==> config.mk <==
export PLATFORM = sky130hd
export DESIGN_NAME = complex_dot_accumulator_flat
export DESIGN_NICKNAME = d
export VERILOG_FILES = /design/src/rtl/complex_dot_accumulator_if.sv /design/src/rtl/complex_dot_accumulator.sv /design/src/flat_wrapper.sv
export SDC_FILE = /design/constraint.sdc
export NUM_CORES = 1
export LEC_CHECK = 0
export CAP_MARGIN = 20
export CORE_MARGIN = 8
export CORE_UTILIZATION = 40
export DETAILED_ROUTE_END_ITERATION = 10
export MAX_ROUTING_LAYER = met4
export PLACE_DENSITY_LB_ADDON = 0.25
export REMOVE_ABC_BUFFERS = 1
export SLEW_MARGIN = 40
export SYNTH_ARGS = -nofsm -noshare
export SYNTH_HDL_FRONTEND = slang
export SYNTH_SLANG_ARGS = --single-unit
==> constraint.sdc <==
create_clock -name clk -period 7.4 [get_ports clk]
set_input_delay 1.11 -clock clk [delete_from_list [all_inputs] [get_ports clk]]
set_output_delay 1.11 -clock clk [all_outputs]
set_load 0.05 [all_outputs]
==> src/rtl/complex_dot_accumulator_if.sv <==
// -----------------------------------------------------------------------------
// complex_dot_accumulator_if
//
// Purpose:
//   Bundles the product-input handshake, the flush strobe, the result-output
//   handshake and the term index of complex_dot_accumulator.
//
// Parameters:
//   K      products summed per output element (>= 1)
//   IN_W   width of each signed product component
//   ACC_W  width of the signed accumulator / output components
//
// Signals:
//   in_real, in_imag  signed product components (IN_W)
//   in_valid          product present
//   in_ready          block accepts the product this cycle
//   flush             discard the partial sum
//   out_real,out_imag signed accumulated result (ACC_W)
//   out_valid         result present
//   out_ready         downstream accepts the result
//   term_idx          index of the next product to be accepted
//
// Modports:
//   master  producer / consumer side (multiplier array + writeback)
//   slave   accumulator side
// -----------------------------------------------------------------------------
interface complex_dot_accumulator_if #(
   parameter int K     = 4,
   parameter int IN_W  = 16,
   parameter int ACC_W = 24
);
   localparam int TIDX_W = (K > 1) ? $clog2(K) : 1;

   logic signed [IN_W-1:0]  in_real;
   logic signed [IN_W-1:0]  in_imag;
   logic                    in_valid;
   logic                    in_ready;
   logic                    flush;
   logic signed [ACC_W-1:0] out_real;
   logic signed [ACC_W-1:0] out_imag;
   logic                    out_valid;
   logic                    out_ready;
   logic [TIDX_W-1:0]       term_idx;

   modport master (
      output in_real, in_imag, in_valid, flush, out_ready,
      input  in_ready, out_real, out_imag, out_valid, term_idx
   );

   modport slave (
      input  in_real, in_imag, in_valid, flush, out_ready,
      output in_ready, out_real, out_imag, out_valid, term_idx
   );
endinterface

==> src/rtl/complex_dot_accumulator.sv <==
// -----------------------------------------------------------------------------
// complex_dot_accumulator
//
// Purpose:
//   Accumulates K signed complex products into one complex dot-product term
//   (one element of the result matrix) and presents it on a valid/ready
//   output, holding it until the writeback stage takes it.
//
// Ports:
//   clk   rising-edge clock
//   rst   synchronous active-high reset
//   bus   complex_dot_accumulator_if.slave
//           in_real/in_imag/in_valid/in_ready  product input handshake
//           flush                              discard the partial sum
//           out_real/out_imag/out_valid/out_ready  result handshake
//           term_idx                           index of next product
//
// Parameters:
//   K (>=1), IN_W, ACC_W (>= IN_W + clog2(K))
//
// Build option:
//   CDA_SATURATE_EN  when defined, every accumulation step clamps each
//                    component to the signed ACC_W range; when undefined the
//                    arithmetic wraps in two's complement.
//
// Operation:
//   ACCUM: in_ready = !flush. Each accepted product is added to the running
//          sum; the K-th product writes acc + product into the output
//          registers, clears the sum and moves to HOLD.
//   HOLD:  out_valid = 1, in_ready = 0. out_ready returns to ACCUM next
//          cycle; no product is accepted in the hand-off cycle.
//   flush in ACCUM clears the partial sum and blocks acceptance that cycle;
//   flush in HOLD is ignored.
// -----------------------------------------------------------------------------
module complex_dot_accumulator #(
   parameter int K     = 4,
   parameter int IN_W  = 16,
   parameter int ACC_W = 24
) (
   input  logic                       clk,
   input  logic                       rst,
   complex_dot_accumulator_if.slave   bus
);

   localparam int TIDX_W = (K > 1) ? $clog2(K) : 1;
   localparam logic [TIDX_W-1:0] LAST_IDX = TIDX_W'(K - 1);

   typedef enum logic {
      ACCUM = 1'b0,
      HOLD  = 1'b1
   } state_t;

   state_t                  state_q;
   logic signed [ACC_W-1:0] acc_real_q;
   logic signed [ACC_W-1:0] acc_imag_q;
   logic signed [ACC_W-1:0] out_real_q;
   logic signed [ACC_W-1:0] out_imag_q;
   logic [TIDX_W-1:0]       term_idx_q;

   logic signed [ACC_W-1:0] in_real_ext;
   logic signed [ACC_W-1:0] in_imag_ext;
   logic signed [ACC_W-1:0] sum_real_d;
   logic signed [ACC_W-1:0] sum_imag_d;
   logic                    in_ready_w;
   logic                    accept_w;

   // One accumulation step for a single component.
   function automatic logic signed [ACC_W-1:0] acc_add(
      input logic signed [ACC_W-1:0] a,
      input logic signed [ACC_W-1:0] b
   );
`ifdef CDA_SATURATE_EN
      logic [ACC_W:0] wide;
      wide = {a[ACC_W-1], a} + {b[ACC_W-1], b};
      // The two top bits disagree only on overflow; the top bit then gives
      // the true sign and so the direction of the clamp.
      if (wide[ACC_W] != wide[ACC_W-1]) begin
         if (wide[ACC_W])
            return {1'b1, {(ACC_W-1){1'b0}}};
         else
            return {1'b0, {(ACC_W-1){1'b1}}};
      end
      return wide[ACC_W-1:0];
`else
      return a + b;
`endif
   endfunction

   // Size casts of signed operands sign-extend.
   assign in_real_ext = ACC_W'(bus.in_real);
   assign in_imag_ext = ACC_W'(bus.in_imag);

   assign sum_real_d = acc_add(acc_real_q, in_real_ext);
   assign sum_imag_d = acc_add(acc_imag_q, in_imag_ext);

   // flush takes priority over an offered product in the same cycle.
   assign in_ready_w = (state_q == ACCUM) && !bus.flush;
   assign accept_w   = bus.in_valid && in_ready_w;

   always_ff @(posedge clk) begin
      if (rst) begin
         state_q    <= ACCUM;
         acc_real_q <= '0;
         acc_imag_q <= '0;
         out_real_q <= '0;
         out_imag_q <= '0;
         term_idx_q <= '0;
      end else begin
         case (state_q)
            ACCUM: begin
               if (bus.flush) begin
                  acc_real_q <= '0;
                  acc_imag_q <= '0;
                  term_idx_q <= '0;
               end else if (accept_w) begin
                  if (term_idx_q == LAST_IDX) begin
                     out_real_q <= sum_real_d;
                     out_imag_q <= sum_imag_d;
                     acc_real_q <= '0;
                     acc_imag_q <= '0;
                     term_idx_q <= '0;
                     state_q    <= HOLD;
                  end else begin
                     acc_real_q <= sum_real_d;
                     acc_imag_q <= sum_imag_d;
                     term_idx_q <= term_idx_q + TIDX_W'(1);
                  end
               end
            end
            HOLD: begin
               if (bus.out_ready)
                  state_q <= ACCUM;
            end
            default: state_q <= ACCUM;
         endcase
      end
   end

   assign bus.in_ready  = in_ready_w;
   assign bus.out_valid = (state_q == HOLD);
   assign bus.out_real  = out_real_q;
   assign bus.out_imag  = out_imag_q;
   assign bus.term_idx  = term_idx_q;

endmodule

==> src/flat_wrapper.sv <==
// flat-port wrapper written by rule: the top's interface ports become plain ports
module complex_dot_accumulator_flat 
#(
   parameter int K     = 4,
   parameter int IN_W  = 16,
   parameter int ACC_W = 24
)
  (clk, rst, bus_in_real, bus_in_imag, bus_in_valid, bus_flush, bus_out_ready, bus_in_ready, bus_out_real, bus_out_imag, bus_out_valid, bus_term_idx);
  complex_dot_accumulator_if #(.K(K), .IN_W(IN_W), .ACC_W(ACC_W)) bus_i ();
  input  logic clk;
  input  logic rst;
  input wire logic [$bits(bus_i.in_real)-1:0] bus_in_real;
  input wire logic [$bits(bus_i.in_imag)-1:0] bus_in_imag;
  input wire logic [$bits(bus_i.in_valid)-1:0] bus_in_valid;
  input wire logic [$bits(bus_i.flush)-1:0] bus_flush;
  input wire logic [$bits(bus_i.out_ready)-1:0] bus_out_ready;
  output wire logic [$bits(bus_i.in_ready)-1:0] bus_in_ready;
  output wire logic [$bits(bus_i.out_real)-1:0] bus_out_real;
  output wire logic [$bits(bus_i.out_imag)-1:0] bus_out_imag;
  output wire logic [$bits(bus_i.out_valid)-1:0] bus_out_valid;
  output wire logic [$bits(bus_i.term_idx)-1:0] bus_term_idx;
  assign bus_i.in_real = bus_in_real;
  assign bus_i.in_imag = bus_in_imag;
  assign bus_i.in_valid = bus_in_valid;
  assign bus_i.flush = bus_flush;
  assign bus_i.out_ready = bus_out_ready;
  assign bus_in_ready = bus_i.in_ready;
  assign bus_out_real = bus_i.out_real;
  assign bus_out_imag = bus_i.out_imag;
  assign bus_out_valid = bus_i.out_valid;
  assign bus_term_idx = bus_i.term_idx;
  complex_dot_accumulator #(.K(K), .IN_W(IN_W), .ACC_W(ACC_W)) u_core (.clk(clk), .rst(rst), .bus(bus_i));
endmodule
==> Yosys cells after proc, flatten, opt, wreduce, memory -nomap -nowiden <==
Cells that the tools add are included.
{ "classes": {"mux": 14, "n_bitwise": 2, "reduce_logical": 6, "n_addsub": 3, "n_eq_ne": 1} }
{ "ops": {"columns": ["operator", "n"], "rows": [
  ["2-to-1 mux 24 bit", 6],
  ["adder 24 x 16 -> 24 bit", 2],
  ["2-to-1 mux 2 bit", 3],
  ["2-to-1 mux 1 bit", 4],
  ["AND reduction 4 bit", 1],
  ["adder 2 x 1 -> 2 bit (second input constant)", 1],
  ["equality test 2 bit (second input constant)", 1],
  ["logical AND 1 bit", 2],
  ["NOT 1 bit", 2],
  ["case mux 1 bit (2 select lines)", 1],
  ["AND reduction 2 bit", 1],
  ["nonzero test 2 bit", 1],
  ["logical NOT 1 bit", 1]
]} }
{ "totals": {"regBits": 99, "output_inout_bits": 52} }

==> Logic depth before layout (Yosys ltp) <==
Gate-level depths: netlist of run 1.
{ "depth": {"ltp_word": 6, "depth_mapped": 11, "ltp_nobuf": 11} }

==> Worst setup path before layout of run 1 <==
No wires, ideal clock.
{ "synth_timing": {"kind": "input-to-reg", "startpoint": "input bus_in_real[3]", "endpoint": "register u_core.acc_real_q[23]", "setup_ps": 114, "path_stages": 9, "setup_slack_ps": 4060, "arrival_time_ps": 3226, "t_required_ps": 7286, "path_buffers": 0, "cell_sequence": "ha_1 -> a31o_1 -> a41o_2 -> a32oi_2 -> and3_1 -> or3_1 -> or4_4 -> a41o_1 -> a21o_1"} }
{ "synth_between": {"elab_chain_cells": 4} }
{ "synth_lines": {"columns": ["element", "line", "rtl"], "rows": [
  ["from (decl)", "flat_wrapper.sv:12", "input wire logic [$bits(bus_i.in_real)-1:0] bus_in_real;"],
  ["adder 24 x 16 -> 24 bit", "complex_dot_accumulator.sv:85", "return a + b;"],
  ["2-to-1 mux 24 bit", "complex_dot_accumulator.sv:116", "if (term_idx_q == LAST_IDX) begin"],
  ["2-to-1 mux 24 bit", "complex_dot_accumulator.sv:115", "end else if (accept_w) begin"],
  ["2-to-1 mux 24 bit", "complex_dot_accumulator.sv:111", "if (bus.flush) begin"],
  ["to (signal assigned)", "complex_dot_accumulator.sv:124", "acc_real_q <= sum_real_d;"],
  ["to (decl)", "complex_dot_accumulator.sv:54", "logic signed [ACC_W-1:0] acc_real_q;"]
]} }
Every way passes these cells. The select of a mux whose other input is x is not followed.
A chain may end at the register's enable or synchronous reset.

==> Final worst setup path of run 1 <==
{ "layout_timing": {"startpoint": "input bus_flush", "endpoint": "output bus_in_ready"} }
{ "layout_between": {"elab_chain_cells": 2} }
{ "layout_lines": {"columns": ["element", "line", "rtl"], "rows": [
  ["from (decl)", "flat_wrapper.sv:15", "input wire logic [$bits(bus_i.flush)-1:0] bus_flush;"],
  ["logical NOT 1 bit", "complex_dot_accumulator.sv:97", "assign in_ready_w = (state_q == ACCUM) && !bus.flush;"],
  ["logical AND 1 bit", "complex_dot_accumulator.sv:97", null],
  ["to (decl)", "flat_wrapper.sv:17", "output wire logic [$bits(bus_i.in_ready)-1:0] bus_in_ready;"]
]} }
Every way passes these cells.

==> flow_metrics.py, run 1 <==
metrics = {
    "placement": {
        "portBuffers": 88,
        "place_ws_ps": 3391,
        "globalplace.congestion": 0.8850,
        "hpwl_um": 11430,
        "dp_cells": 970,
        "placed_area_mm2": 0.006825,
    },
    "grt": {
        "grt_max_degree": 68,
        "grt_pass1_vias": 5311,
        "grt_pass1_wl_um": 25230,
        "antenna_found_initial": 0,
        "overflow": 0,
        "grt.total_usage_pct": 17.45,
    },
    "sta": {
        "fin_crit_ps": 3879,
        "timing.fmax_ghz": 0.2578,
        "slew_headroom_pct": 48.75,
        "final.setup.tns_ps": 0,
        "rsz0062_at_grt": "no",
        "drv_slew": 0,
        "post-route-period-util_pct": 52.42,
        "setup_slack_ps": 3521,
        "worst_pin_slew_ps": 768.7,
        "setup_viol": 0,
        "fin_skew_ps": 7.283,
        "hold_viol_final": 0,
    },
    "clocking": {
        "cts_buffer_depth": 2,
        "cts_root_buf": "clkbuf_16",
        "post_cts_buffers": 0,
        "cts_tree": "built",
        "cts_sinks": 99,
        "worstSkewPairLatency_ps": 350,
        "path_clk_slew_ps": 60,
        "cts_hold_buf": 0,
        "htreeDepth": 3,
        "post_cts_resize_count": 0,
        "cts_buffers": 9,
    },
    "run": {
        "max-cap-violations": 0,
    },
    "routing": {
        "routed-via-count": 5493,
        "drtIter0Drc": 278,
        "drc": 0,
        "ant_nets": 0,
        "dr.pass1.iters": 4,
        "wirelength_um": 15880,
        "vias_per_cell": 5.571,
        "wl_per_cell_um": 16.10,
    },
    "floorplan": {
        "fp.dieArea_mm2": 0.01854,
        "core_region_area_mm2": 0.01431,
        "ioPinCount": 89,
        "die_x_um": 136.2,
        "rows": 44,
        "start_util_pct": 40.36,
        "dieHeight_um": 136.2,
    },
    "finish": {
        "finalNonFillerCells": 986,
        "drive_gt1_share_pct": 4.115,
        "diodes": 0,
        "ff_latch_area_mm2": 0.001982,
        "nets": 883,
        "num-fill-cells": 1378,
        "final_area_mm2": 0.007154,
        "syn_to_final_growth_pct": 23.85,
        "multi_input_area_mm2": 0.003602,
    },
    "worst_setup_path": {
        "endpoint": "bus_in_ready",
        "r2r_start": "u_core.acc_imag_q[0]",
        "crit_fanout": 5,
        "crit_type": "input pin to primary output",
        "cp_data_required_time_ps": 6290,
        "crit_start": "bus_flush",
        "crit_path_end_kind": "primary output",
        "r2r_cells": 11,
        "r2r_slack_ps": 4610,
        "arrival_ps": 2770,
        "crit_path_start_kind": "input pin",
        "r2r_end": "u_core.bus.out_imag[22]",
    },
    "pwr": {
        "power_density_mw_per_mm2": 181.9,
        "ir_worst_vdd_mv": 0.1720,
        "power_leakage_nw": 2.768,
    },
    "logic_synthesis": {
        "yosys_warnings": 0,
        "ys_async_sr_fraction_pct": 0,
        "syn_inst": 723,
        "synth_edf_count": 0,
        "syn_area_per_cell_um2": 7.990,
        "yosys_most_used_dff": "dfxtp_1",
        "syn_area_mm2": 0.005777,
        "ys_seq_area_share_pct": 34.31,
        "yosysUniqueCellTypes": 63,
        "synth_seq_cells": 99,
    },
    "hold_path": {
        "hold_path_class": "flip-flop to flip-flop",
        "hold_start": "u_core.bus.out_imag[9]",
    },
    "run_status": {
        "status": "completed",
    },
}
==> layer usage <==
metal	global-route usage [%]	vias to the layer above	wire [um]
met2	28.36	122	7485
met5	-	-	0
li1	-	2761	-
met4	5.857	0	286
met1	20.20	2587	7179
met3	5.174	23	927
==> logic make-up after synthesis <==
kind of cell / synth area share (%)
XOR/XNOR: 4.094
multiplexers: 0.8664
flip-flops: 34.31
AO/OA/AOI/OAI: 25.65
buffers and inverters: 3.660
AND/OR/NAND/NOR: 20.55
adder cells (fa/ha/maj): 10.87
==> power by group <==
group	internal [mW]	total, mW	switching, mW
clock network	0.315	0.525	0.210
logic	0.0935	0.223	0.129
registers	0.546	0.554	0.00791
total	0.954	1.30	0.347
==> cells in the mapped netlist, types with 2 or more instances <==
cell type | instances | area share (%)
nand2_1 | 102 | 6.6
dfxtp_1 | 99 | 34
a21oi_1 | 72 | 6.2
nor2_1 | 65 | 4.2
ha_1 | 47 | 10
clkbuf_1 | 26 | 1.7
nand3_1 | 26 | 2.3
inv_1 | 25 | 1.6
o21ai_1 | 21 | 1.8
a22oi_1 | 20 | 2.6
xnor2_1 | 18 | 2.7
o21ai_0 | 17 | 1.5
nor3_1 | 13 | 1.1
o21a_1 | 12 | 1.6
a21o_1 | 11 | 1.4
a22o_1 | 9 | 1.4
o211ai_1 | 9 | 1.2
xor2_1 | 9 | 1.4
a211oi_1 | 8 | 1.0
and2_1 | 8 | 0.87
nand2b_1 | 7 | 0.76
nor2b_1 | 7 | 0.76
or3_1 | 7 | 0.76
a31oi_1 | 6 | 0.65
and3_1 | 6 | 0.65
o31ai_1 | 6 | 0.78
mux2i_1 | 5 | 0.87
nand4_1 | 5 | 0.54
o21bai_1 | 5 | 0.65
a21boi_1 | 4 | 0.52
a32o_1 | 4 | 0.69
nand3b_1 | 4 | 0.52
buf_1 | 3 | 0.19
nor3b_1 | 3 | 0.39
a311oi_1 | 2 | 0.30
a31o_1 | 2 | 0.30
fa_1 | 2 | 0.69
nand4b_1 | 2 | 0.30
o31a_1 | 2 | 0.30
==> sequential cells by signal, summed over array words and instances (netlist names) <==
name	count
u_core.acc_imag_q	24
u_core.acc_real_q	24
u_core.bus.out_imag	24
u_core.bus.out_real	24
u_core.bus.term_idx	2
u_core.bus.out_valid	1
==> worst max-delay path, stage by stage <==
cell and delay, ps:
clkdlybuf4s50_1 430, nor2_1 340, clkdlybuf4s50_1 890
==> worst min path at each step <==
stage	cells after the start	slack [ps]	endpoint
after CTS	2	460	u_core.bus.out_real[17]
after detailed placement	2	450	u_core.bus.out_imag[16]
after floorplan	2	430	u_core.acc_real_q[13]
final	2	450	u_core.bus.out_imag[9]
after global routing	2	470	u_core.bus.out_imag[9]
after global placement	2	440	u_core.acc_imag_q[8]
==> per-stage QoR <==
stage                     utilization, %  power [mW]  hold WS [ps]
after global placement             47.64      0.7797         442.1
after global routing               49.98       1.360         467.5
after CTS                          49.98       1.315         455.5
final                              49.98       1.301         453.0
after detailed placement           47.68      0.7871         446.1
after floorplan                        -      0.7171         429.1
==> layout make-up <==
class,count,area share (%)
clock buffers,12,3.585
clock inverters,4,1.014
inverters,26,1.364
multi-input cells,568,50.35
flip-flops and latches,99,27.70
well taps,184,3.218
repair buffers,93,12.77
==> cell usage in the layout (no fill, tap or decap), drive strengths merged, types with 4 or more instances in the layout <==
master,netlist,layout
a211oi,8,8
a21boi,4,4
a21o,11,11
a21oi,72,72
a22o,9,9
a22oi,20,20
a31oi,6,6
a32o,4,4
and2,8,8
and3,6,6
buf,4,6
clkbuf,26,12
clkdlybuf4s50,0,87
dfxtp,99,99
ha,47,47
inv,25,25
mux2i,5,5
nand2,102,102
nand2b,7,7
nand3,26,26
nand3b,4,4
nand4,5,5
nor2,65,65
nor2b,7,7
nor3,13,13
o211ai,9,9
o21a,12,12
o21ai,38,38
o21bai,5,5
o31ai,6,6
or3,7,7
xnor2,18,18
xor2,9,9
Power figures use the tool's default switching activity.
==> run 2, diff against run 1 <==
Clock period 7.4 ns to 3.9 ns, I/O delays scaled along.
==> run 2 against run 1 <==
Net effect:
- via count increased by 0.16%
- core utilization rose by 0.36 points
- sequential share of layout area fell by 0.20 points
- sequential power is 90% higher
- worst hold slack hardly changed
- clock power is 96% higher
- total power is 93% higher
- die area unchanged
- largest power group unchanged
==> flow_metrics.py, run 2 (same netlist as run 1, synthesis figures left out) <==
metrics = {
    "run_status": {
        "status": "completed",
    },
    "clocking": {
        "post_cts_buffers": 0,
        "cts_tree": "built",
        "htreeDepth": 3,
        "post_cts_resize_count": 0,
        "cts_buffers": 9,
        "cts_sinks": 99,
        "cts_hold_buf": 0,
        "cts_buffer_depth": 2,
        "worstSkewPairLatency_ps": 350,
        "path_clk_slew_ps": 70,
        "cts_root_buf": "clkbuf_16",
    },
    "grt": {
        "grt.total_usage_pct": 17.90,
        "grt_pass1_wl_um": 26260,
        "grt_pass1_vias": 5541,
        "antenna_found_initial": 0,
        "overflow": 0,
        "grt_max_degree": 67,
    },
    "placement": {
        "globalplace.congestion": 0.8860,
        "dp_cells": 976,
        "placed_area_mm2": 0.006863,
        "hpwl_um": 11540,
        "portBuffers": 88,
    },
    "worst_setup_path": {
        "r2r_start": "u_core.acc_imag_q[0]",
        "arrival_ps": 3420,
        "r2r_slack_ps": 1080,
        "r2r_cells": 11,
        "crit_path_start_kind": "input pin",
        "critPathSlowestCell": "a311oi_1",
        "crit_path_end_kind": "flip-flop",
        "crit_type": "input pin to flip-flop",
        "cpPeakStageDelay_ps": 480,
        "cp_cell_sequence": "clkdlybuf4s50_1 -> ha_1 -> inv_1 -> fa_1 -> nor2b_1 -> o31a_1 -> o311a_1 -> o211ai_1 -> a21bo_2 -> a311oi_1 -> a21oi_1 -> nand3b_1",
        "crit_fanout": 4,
        "crit_family": "compound AO/OA/AOI/OAI gates",
        "r2r_end": "u_core.bus.out_imag[22]",
        "critPathBufInv": 2,
        "cp_data_required_time_ps": 4140,
    },
    "sta": {
        "hold_viol_final": 0,
        "timing.fmax_ghz": 0.3147,
        "fin_crit_ps": 3178,
        "rsz0062_at_grt": "no",
        "worst_pin_slew_ps": 751.3,
        "drv_slew": 0,
        "fin_skew_ps": 6.416,
        "slew_headroom_pct": 49.91,
        "final.setup.tns_ps": 0,
        "setup_viol": 0,
        "post-route-period-util_pct": 81.48,
    },
    "routing": {
        "vias_per_cell": 5.546,
        "wirelength_um": 15610,
        "drc": 0,
        "dr.pass1.iters": 5,
        "ant_nets": 0,
        "wl_per_cell_um": 15.73,
        "routed-via-count": 5502,
        "drtIter0Drc": 329,
    },
    "hold_path": {
        "worstHoldEndpoint": "u_core.bus.out_imag[21]",
        "worstHoldPathCells": 2,
        "hold_path_class": "flip-flop to flip-flop",
        "hold_start": "u_core.bus.out_imag[21]",
    },
    "floorplan": {
        "start_util_pct": 40.36,
        "dieHeight_um": 136.2,
        "core_region_area_mm2": 0.01431,
        "ioPinCount": 89,
        "fp.dieArea_mm2": 0.01854,
        "rows": 44,
        "die_x_um": 136.2,
    },
    "pwr": {
        "power_mw": 2.511,
        "ir_worst_vdd_mv": 0.1911,
        "power_density_mw_per_mm2": 348.5,
        "power_leakage_nw": 2.809,
    },
    "finish": {
        "multi_input_area_mm2": 0.003595,
        "drive_gt1_share_pct": 4.703,
        "diodes": 0,
        "num-fill-cells": 1369,
        "nets": 889,
        "syn_to_final_growth_pct": 24.73,
        "final_cell_mix": "nand2_1 (102), dfxtp_1 (99), clkdlybuf4s50_1 (87)",
        "final_area_mm2": 0.007206,
        "finalNonFillerCells": 992,
        "ff_latch_area_mm2": 0.001982,
        "final_common_cell": "nand2_1",
    },
    "run": {
        "max-cap-violations": 0,
    },
}
[run 2: cell count changes in the layout (fill, tap and decap cells not counted), sizes merged]
cell      delta
buf          +6
bufinv       +1
clkbuf       -1
clkinv       +1
clkinvlp     -1
[run 2: final cells by class]
| class | instances | area share, % |
|---|---|---|
| inverters | 26 | 1.354 |
| clock inverters | 5 | 1.389 |
| clock buffers | 11 | 3.369 |
| well taps | 184 | 3.195 |
| flip-flops and latches | 99 | 27.50 |
| multi-input cells | 568 | 49.89 |
| repair buffers | 99 | 13.30 |
[run 2: worst reg2reg max path: stages (launching register included)]
cell and delay [ps]:
dfxtp_1 330, ha_1 190, inv_1 60, fa_1 400, nor2b_1 170, o31a_1 200, o311a_1 190, o211ai_1 130
a21bo_2 250, a311oi_1 490, a21oi_1 130, nand3b_1 180
[run 2: worst max-delay path by stage]
stage / endpoint / cells after the start / start
floorplan: u_core.bus.out_imag[22] / 6 / bus_flush
global placement: u_core.bus.out_imag[22] / 12 / bus_in_imag[0]
detailed placement: u_core.acc_real_q[23] / 8 / bus_in_real[15]
CTS: u_core.acc_real_q[23] / 8 / bus_in_real[15]
global route: u_core.bus.out_imag[22] / 12 / bus_in_imag[0]
finish: u_core.bus.out_imag[22] / 12 / bus_in_imag[0]
[run 2: where the power goes]
part | leakage (nW) | switching (mW) | total [mW] | internal [mW]
clock network | 0.169 | 0.392 | 1.03 | 0.643
registers | 0.802 | 0.0150 | 1.05 | 1.04
logic | 1.84 | 0.246 | 0.425 | 0.179
[run 2: through the flow]
stage               util [%]  hold WS [ps]  setup WS (ps)
floorplan                  -         429.1          671.1
global placement       47.94         440.2          510.2
detailed placement     47.95         447.3          391.3
CTS                    50.34         457.1          749.0
global route           50.34         476.3          482.5
finish                 50.34         452.7          722.2
[run 2: routing by layer]
layer  vias to the layer above  GRT usage (%)  wire length [um]
met3                        14          3.474               709
met5                         -              -                 0
met1                      2590          21.73              7367
met2                       130          29.35              7310
li1                       2768              -                 -
met4                         0          5.674               222
==> run 3, diff against run 2 <==
Clock period 3.9 ns to 3.2 ns, I/O delays scaled along.
==> run 3 against run 2 <==
Net effect:
- clock skew barely moved
- register-to-register slack got worse by 580 ps
- flip-flop and latch count did not move
- combinational power rose by 30%
==> flow_metrics.py, run 3 (same netlist as run 1, synthesis figures left out) <==
metrics = {
    "worst_setup_path": {
        "crit_fanout": 4,
        "cp_data_required_time_ps": 3440,
        "r2r_slack_ps": 500,
        "crit_path_start_kind": "input pin",
        "crit_path_end_kind": "flip-flop",
        "arrival_ps": 3180,
        "crit_type": "input pin to flip-flop",
    },
    "sta": {
        "fin_crit_ps": 2941,
        "slew_headroom_pct": 51.24,
        "setup_slack_ps": 258.8,
        "final.setup.tns_ps": 0,
        "fin_skew_ps": 6.453,
        "drv_slew": 0,
        "timing.fmax_ghz": 0.3400,
        "worst_pin_slew_ps": 731.4,
        "post-route-period-util_pct": 91.91,
        "setup_viol": 0,
        "hold_slack_ps": 452.3,
        "hold_viol_final": 0,
        "rsz0062_at_grt": "no",
    },
    "finish": {
        "final_util_pct": 51.79,
        "final_common_cell": "nand2_1",
        "drive_gt1_share_pct": 7.563,
        "diodes": 0,
        "syn_to_final_growth_pct": 28.33,
        "final_cell_mix": "nand2_1 (102), dfxtp_1 (99), clkdlybuf4s50_1 (87)",
        "num-fill-cells": 1401,
        "nets": 917,
    },
    "routing": {
        "drtIter0Drc": 281,
        "wirelength_um": 16150,
        "drc": 0,
        "ant_nets": 0,
        "wl_per_cell_um": 15.88,
        "dr.pass1.iters": 5,
        "vias_per_cell": 5.470,
        "routed-via-count": 5563,
    },
    "grt": {
        "grt_max_degree": 67,
        "grt.total_usage_pct": 18.25,
        "overflow": 0,
        "grt_pass1_vias": 5668,
        "grt_pass1_wl_um": 26830,
        "antenna_found_initial": 0,
    },
    "floorplan": {
        "die_x_um": 136.2,
        "core_region_area_mm2": 0.01431,
        "start_util_pct": 40.36,
        "rows": 44,
        "fp.dieArea_mm2": 0.01854,
        "ioPinCount": 89,
        "dieHeight_um": 136.2,
    },
    "run": {
        "max-cap-violations": 0,
    },
    "clocking": {
        "cts_buffer_depth": 2,
        "cts_root_buf": "clkbuf_16",
        "cts_hold_buf": 0,
        "path_clk_slew_ps": 70,
        "cts_tree": "built",
        "cts_sinks": 99,
        "worstSkewPairLatency_ps": 350,
        "htreeDepth": 3,
        "post_cts_resize_count": 0,
        "cts_buffers": 9,
        "post_cts_buffers": 0,
    },
    "placement": {
        "portBuffers": 88,
        "globalplace.congestion": 0.9119,
        "hpwl_um": 12000,
        "place_ws_ps": -90.63,
    },
    "pwr": {
        "power_leakage_nw": 2.935,
        "ir_worst_vdd_mv": 0.2423,
        "power_mw": 2.993,
        "power_density_mw_per_mm2": 403.8,
    },
    "hold_path": {
        "hold_path_class": "flip-flop to flip-flop",
    },
    "run_status": {
        "status": "completed",
    },
}
[run 3: cell types whose count changed in the layout (fill, tap and decap cells not counted)]
cell       previous run  this run
bufinv_16             3         2
and2_2                1         0
buf_4                11        36
and2_1                7         8
clkinv_2              2         1
clkbuf_1              1         0
buf_12                0         3
[run 3: worst paths after layout]
path / from / end / depth (start not counted)
setup reg to reg: u_core.acc_real_q[4] / u_core.acc_real_q[23] / 9
hold reg to reg: u_core.bus.out_imag[19] / u_core.bus.out_imag[19] / 2
setup / recovery: bus_in_real[1] / u_core.acc_real_q[23] / 10
hold / removal: u_core.bus.out_imag[19] / u_core.bus.out_imag[19] / 2
[run 3: worst max-delay path, stage by stage]
cell	delay, ps
clkdlybuf4s50_1	430
ha_1	290
a21o_1	130
a41o_2	240
a32oi_2	110
and3_1	200
or3_1	360
or4_4	510
a41o_1	250
a21o_1	180
[run 3: area by class of cell]
cell class / count / area, um2 / share of cell area, %
sequential: 99 / 1982 / 26.73
multi-input combinational: 568 / 3593 / 48.47
timing repair buffer: 127 / 1206 / 16.27
clock inverter: 3 / 65.06 / 0.8776
tap: 184 / 230.2 / 3.105
clock buffer: 10 / 239.0 / 3.224
inverter: 26 / 97.59 / 1.316
[run 3: power by group]
part	internal [mW]	switching, mW	total (mW)
sequential	1.26	0.0187	1.28
combinational	0.247	0.308	0.554
clock	0.693	0.465	1.16
[run 3: routing by layer]
layer / track usage [%] / wire length [um]
met2: 29.10 / 7395
met5: - / 0
met3: 3.548 / 768
met4: 5.796 / 218
met1: 22.83 / 7765
[run 3: metrics by stage]
stage	instances	instance area, um2
after floorplan	693	5663
after global placement	1004	7109
after detailed placement	1004	7109
after CTS	1017	7413
after global routing	1017	7413
final	1017	7413
==> edit 1 (config.mk and constraints of run 2) <==
The option `CDA_SATURATE_EN` is turned on by a define.
--- a/src/rtl/complex_dot_accumulator.sv
+++ b/src/rtl/complex_dot_accumulator.sv
@@ -32,6 +32,8 @@
 //   flush in ACCUM clears the partial sum and blocks acceptance that cycle;
 //   flush in HOLD is ignored.
 // -----------------------------------------------------------------------------
+`define CDA_SATURATE_EN
+
 module complex_dot_accumulator #(
    parameter int K     = 4,
    parameter int IN_W  = 16,
Behaviour: same outputs for any inputs over 4 cycles, from zero or initial values and one cycle with rst high; that may be too few to reach the edited logic, so the function may still have changed.
==> edit 1 against run 2 <==
Setup slack worse by 140 ps. Synthesized area rose by 10%. Register-to-register slack got worse by 180 ps. Via count is 5.4% higher. Final area up 8.3%. Sequential cell count stayed put. Routed wire length is 16% higher. Final cell count rose by 3.5%. Total power up 4.1%. Global-route usage grew 0.71 points. Critical path type unchanged. Largest cell class unchanged.
==> edit 1: results (changes against run 2) <==
POST_SYNTH_NUM_CELL_TYPES=65  # +3.2%
GRT_USE_MET1_PCT=21.5  # -0.23 points
SYNTH_COMPOUND_GATE_AREA_SHARE_PCT=34.5  # +8.9 points
CLOCK_SKEW_PS=11.2  # +4.74 ps
DETAILEDPLACEMENTHPWL_MM=13.6  # +18%
AVGVIACOUNTPERCELL=5.64  # +1.8%
SYNTHADDERAREAFRAC_PCT=10.3  # -0.60 points
NETLIST_TOP_CELLS_COUNT='99 x sky130_fd_sc_hd__dfxtp_1, 73 x sky130_fd_sc_hd__nand2_1, 71 x sky130_fd_sc_hd__a21oi_1'
STATUS='finished clean'
DPL_CELL_AREA_UM2=7490  # +9.2%
SYN-MEAN-INSTANCE-AREA_UM2=8.75  # +9.6%
ROUTE.DETAILED.WL_PER_INST_UM=17.6  # +12%
WORST_REG2REG_ENDPOINT='u_core.bus.out_real[14]'
SYNTH-XOR-AREA-SHARE_PCT=5.65  # +1.6 points
CRITICAL_PATH_PEAK_FANOUT=10  # +6
WORST_HOLD_PATH.ENDPOINT='u_core.bus.out_real[18]'
TIMING.HOLD.WS_PS=467  # +13.9 ps
GRT_USAGE_PCT=18.6  # +0.71 points
MET3_USAGE_PCT=3.39  # -0.086 points
CP_SLOWEST_STAGE_DELAY_PS=410  # -70 ps
WORST-R2R-SETUP-SLACK_PS=900  # -180 ps
STATIC-LEAKAGE-POWER_nW=3.15  # +12%
CRIT-REG2REG-LAUNCH='u_core.acc_real_q[4]'
FINAL_CELLS=1027  # +3.5%
YOSYS-MUX-AREA-FRACTION_PCT=0.315  # -0.55 points
GRT_PASS1_VIAS=5927  # +7.0%
WORST_SKEW_PAIR_LATER_PIN_LATENCY_PS=350  # about the same
CRITPATHSLOWESTCELL='sky130_fd_sc_hd__clkdlybuf4s50_1'
DP_WORST_SETUP_SLACK_PS=235  # -156 ps
IR_WORST_VDD_V=0.000205  # +7.1%
NETS=895  # +0.67%
GLOBALPLACE.CONGESTION=0.902  # +1.9%
GRT.MET2_USAGE_PCT=31.6  # +2.3 points
FINAL_LAYOUT_SIZE_SUFFIX_GT1_SHARE_PCT=12.0  # +7.3 points
DETAIL_ROUTE.ITER0.VIOLATIONS=336  # +2.1%
PORT-BUFFER-COUNT=88  # unchanged
WIRELENGTH_MET1_MM=8.10  # +10%
MET2ROUTEDLENGTH_MM=8.76  # +20%
GRT_PASS1_WL_MM=29.5  # +12%
## edit 1: final cells by class
class / count / area, µm²
clock buffers: 11 / 253
clock inverters: 4 / 56.3
fillers: 1500 / 7910
inverters: 7 / 26.3
multi-input cells: 580 / 4140
flip-flops and latches: 99 / 1980
well taps: 216 / 270
repair buffers: 110 / 1080
## edit 1: worst max-delay path by stage
stage | from | to | slack, ps | cells after the start
2_1_floorplan | bus_flush | u_core.acc_real_q[11] | 630 | 3
3_3_place_gp | bus_in_imag[0] | u_core.acc_imag_q[22] | 290 | 12
3_5_place_dp | bus_in_imag[0] | u_core.acc_imag_q[22] | 230 | 12
4_1_cts | bus_in_real[5] | u_core.bus.out_real[4] | 600 | 12
5_1_grt | bus_in_real[5] | u_core.bus.out_real[10] | 300 | 12
6_report | bus_in_real[4] | u_core.bus.out_real[14] | 580 | 12
## edit 1: where the power goes
group | internal [mW] | switching, mW | total (mW)
Combinational | 0.248 | 0.356 | 0.605
Clock | 0.537 | 0.415 | 0.952
Sequential | 1.04 | 0.0202 | 1.06
==> edit 2 (flow settings as in run 2) <==
Made on the original files. Reset style: asynchronous (`rst`), changed in one clocked block. Comments in the files are not updated.
--- a/src/rtl/complex_dot_accumulator.sv
+++ b/src/rtl/complex_dot_accumulator.sv
@@ -97,7 +97,7 @@
    assign in_ready_w = (state_q == ACCUM) && !bus.flush;
    assign accept_w   = bus.in_valid && in_ready_w;
 
-   always_ff @(posedge clk) begin
+   always_ff @(posedge clk or posedge rst) begin
       if (rst) begin
          state_q    <= ACCUM;
          acc_real_q <= '0;
Function: differs if rst is asserted again (counterexample within 4 cycles, from zero or initial values and one cycle with rst high); with rst held inactive, the same outputs for 4 cycles.
==> edit 2 against run 2 <==
Routed wire length down 6.4%. Setup slack worse by 14 ps. Final area up 0.19%. First-iteration DRC count down 28%. Synthesized area up 1.5%. Sequential cell count unchanged.
Power is not compared: it rests on default switching activity, and its combinational part moved more than twofold at a synthesized area within 25%.
==> edit 2: results (changes against run 2) <==
STATUS='finished clean'
GRT_PASS1_VIAS=4899  # -12%
TIMING.CRITICAL_PATH.ARRIVAL_PS=3430  # about the same
TIMING.HOLD.WS_PS=476  # +23.2 ps
FINAL_LAYOUT_SIZE_SUFFIX_GT1_SHARE_PCT=9.50  # +4.8 points
FIRSTDRTPASSITERS=4  # -1
CRITICAL_PATH_PEAK_FANOUT=3  # -1
POST_SYNTH_MAIN_AREA_CONTRIBUTORS='sky130_fd_sc_hd__dfrtp_1 42%, sky130_fd_sc_hd__ha_1 10%, sky130_fd_sc_hd__o21ai_0 6.4%, sky130_fd_sc_hd__nand2_1 5.2%, sky130_fd_sc_hd__mux2_2 4.8%'
CRITPATHSLOWESTCELL='sky130_fd_sc_hd__clkdlybuf4s50_1'
NETS=765  # -14%
DPL_CELL_AREA_UM2=6950  # +1.3%
POSTSYNTH.TOPFLOPCELL='sky130_fd_sc_hd__dfrtp_1'
CP_SLOWEST_STAGE_DELAY_PS=460  # -20 ps
GRT_USE_MET1_PCT=20.5  # -1.2 points
HP-START='u_core.bus.out_imag[21]'
CLOCK_SKEW_PS=8.19  # +1.77 ps
GRT_USAGE_PCT=17.0  # -0.91 points
WORST_REG2REG_ENDPOINT='u_core.bus.out_real[18]'
GRT_MAX_DEGREE=50  # -25%
WORST-R2R-SETUP-SLACK_PS=1030  # -50 ps
POST_CTS_RESIZED=0  # unchanged
MET3WIRELENGTH_UM=698  # -1.6%
PERIOD_SHARE_PCT=81.8  # +0.36 points
LAYOUT.FILLER_CELLS=1373  # +0.29%
LAYOUT.CELL_AREA.NON_FILLER_UM2=7220  # +0.19%
CRIT_START='bus_in_real[0]'
FF2FF_PATH_DEPTH=12  # +1
CRIT-REG2REG-LAUNCH='u_core.acc_real_q[0]'
TIGHTESTPINTRANSITION_PS=628  # -123 ps
POST_SYNTH_NUM_CELL_TYPES=62  # -1.6%
GLOBALPLACE.CONGESTION=0.841  # -5.1%
CRITICAL_PATH.ENDPOINT='u_core.bus.out_real[20]'
SYNTH-WARNING-COUNT=0  # unchanged
DETAILEDPLACEMENTHPWL_MM=10.5  # -9.2%
GRT_PASS1_WL_MM=24.7  # -5.9%
DP_WORST_SETUP_SLACK_PS=383  # -8.17 ps
NETLIST_TOP_CELLS_COUNT='99 x sky130_fd_sc_hd__dfrtp_1, 82 x sky130_fd_sc_hd__nand2_1, 75 x sky130_fd_sc_hd__o21ai_0'
PLACE_INST=852  # -13%
SYNTHESIZED_INSTANCE_COUNT=595  # -18%
GRT.MET2_USAGE_PCT=27.9  # -1.5 points
FINAL_CELLS=868  # -13%
DETAIL_ROUTE.ITER0.VIOLATIONS=236  # -28%
FINALWIRELENGTH_MM=14.6  # -6.4%
ASYNC_S_R_FF_SHARE_SYNTH_PCT=100  # +100 points
YOSYSSEQAREASHARE_PCT=42.3  # +7.9 points
AVGVIACOUNTPERCELL=5.35  # -3.5%
WORST_HOLD_PATH.ENDPOINT='u_core.bus.out_imag[21]'
WIRELENGTH_MET1_MM=6.61  # -10%
MET3_USAGE_PCT=4.41  # +0.93 points
MET2ROUTEDLENGTH_MM=7.12  # -2.6%
[edit 2: changes by cell type after synthesis, moves of 8 or more]
cell,change
sky130_fd_sc_hd__a21oi_1,-40
sky130_fd_sc_hd__nor2_1,-42
sky130_fd_sc_hd__mux2_2,+25
sky130_fd_sc_hd__dfxtp_1,-99
sky130_fd_sc_hd__o21ai_0,+58
sky130_fd_sc_hd__a22o_1,+13
sky130_fd_sc_hd__nand3_1,-15
sky130_fd_sc_hd__dfrtp_1,+99
sky130_fd_sc_hd__nor3_1,-8
sky130_fd_sc_hd__nand2_1,-20
sky130_fd_sc_hd__a22oi_1,-20
sky130_fd_sc_hd__o21ai_1,-20
sky130_fd_sc_hd__inv_1,-15
[edit 2: where the power goes]
group	internal [mW]	switching, mW	total [mW]
Clock	0.429	0.409	0.839
Sequential	1.26	0.135	1.40
Combinational	0.758	1.24	1.99
[edit 2: cells by family after synthesis]
| family | after synthesis | synth area share (%) |
|---|---|---|
| DFF | 99 | 42.3 |
| muxes | 26 | 4.97 |
| adders and majority gates | 49 | 10.7 |
| AOI/OAI and AO/OA | 191 | 21.1 |
| and+or+nand+nor | 156 | 12.2 |
| buffers and inverters | 33 | 2.37 |
| xor gates and xnor gates | 41 | 6.36 |
[edit 2: critical path: cells and delay by family]
family                   cells  cell delay (ps)
AO/OA/AOI/OAI                5              980
adder cells (fa/ha/maj)      2              600
buffers and inverters        2              530
AND/OR/NAND/NOR              2              310
multiplexers                 1              260
XOR/XNOR                     1              160
[edit 2: layout make-up]
cell class                      count  area share (%)
Clock buffer                        9            3.12
Clock inverter                      7           0.624
Inverter                           10           0.555
Multi-Input combinational cell    463            45.2
Sequential cell                    99            34.3
Tap cell                          184            3.19
Timing Repair Buffer               96            13.0
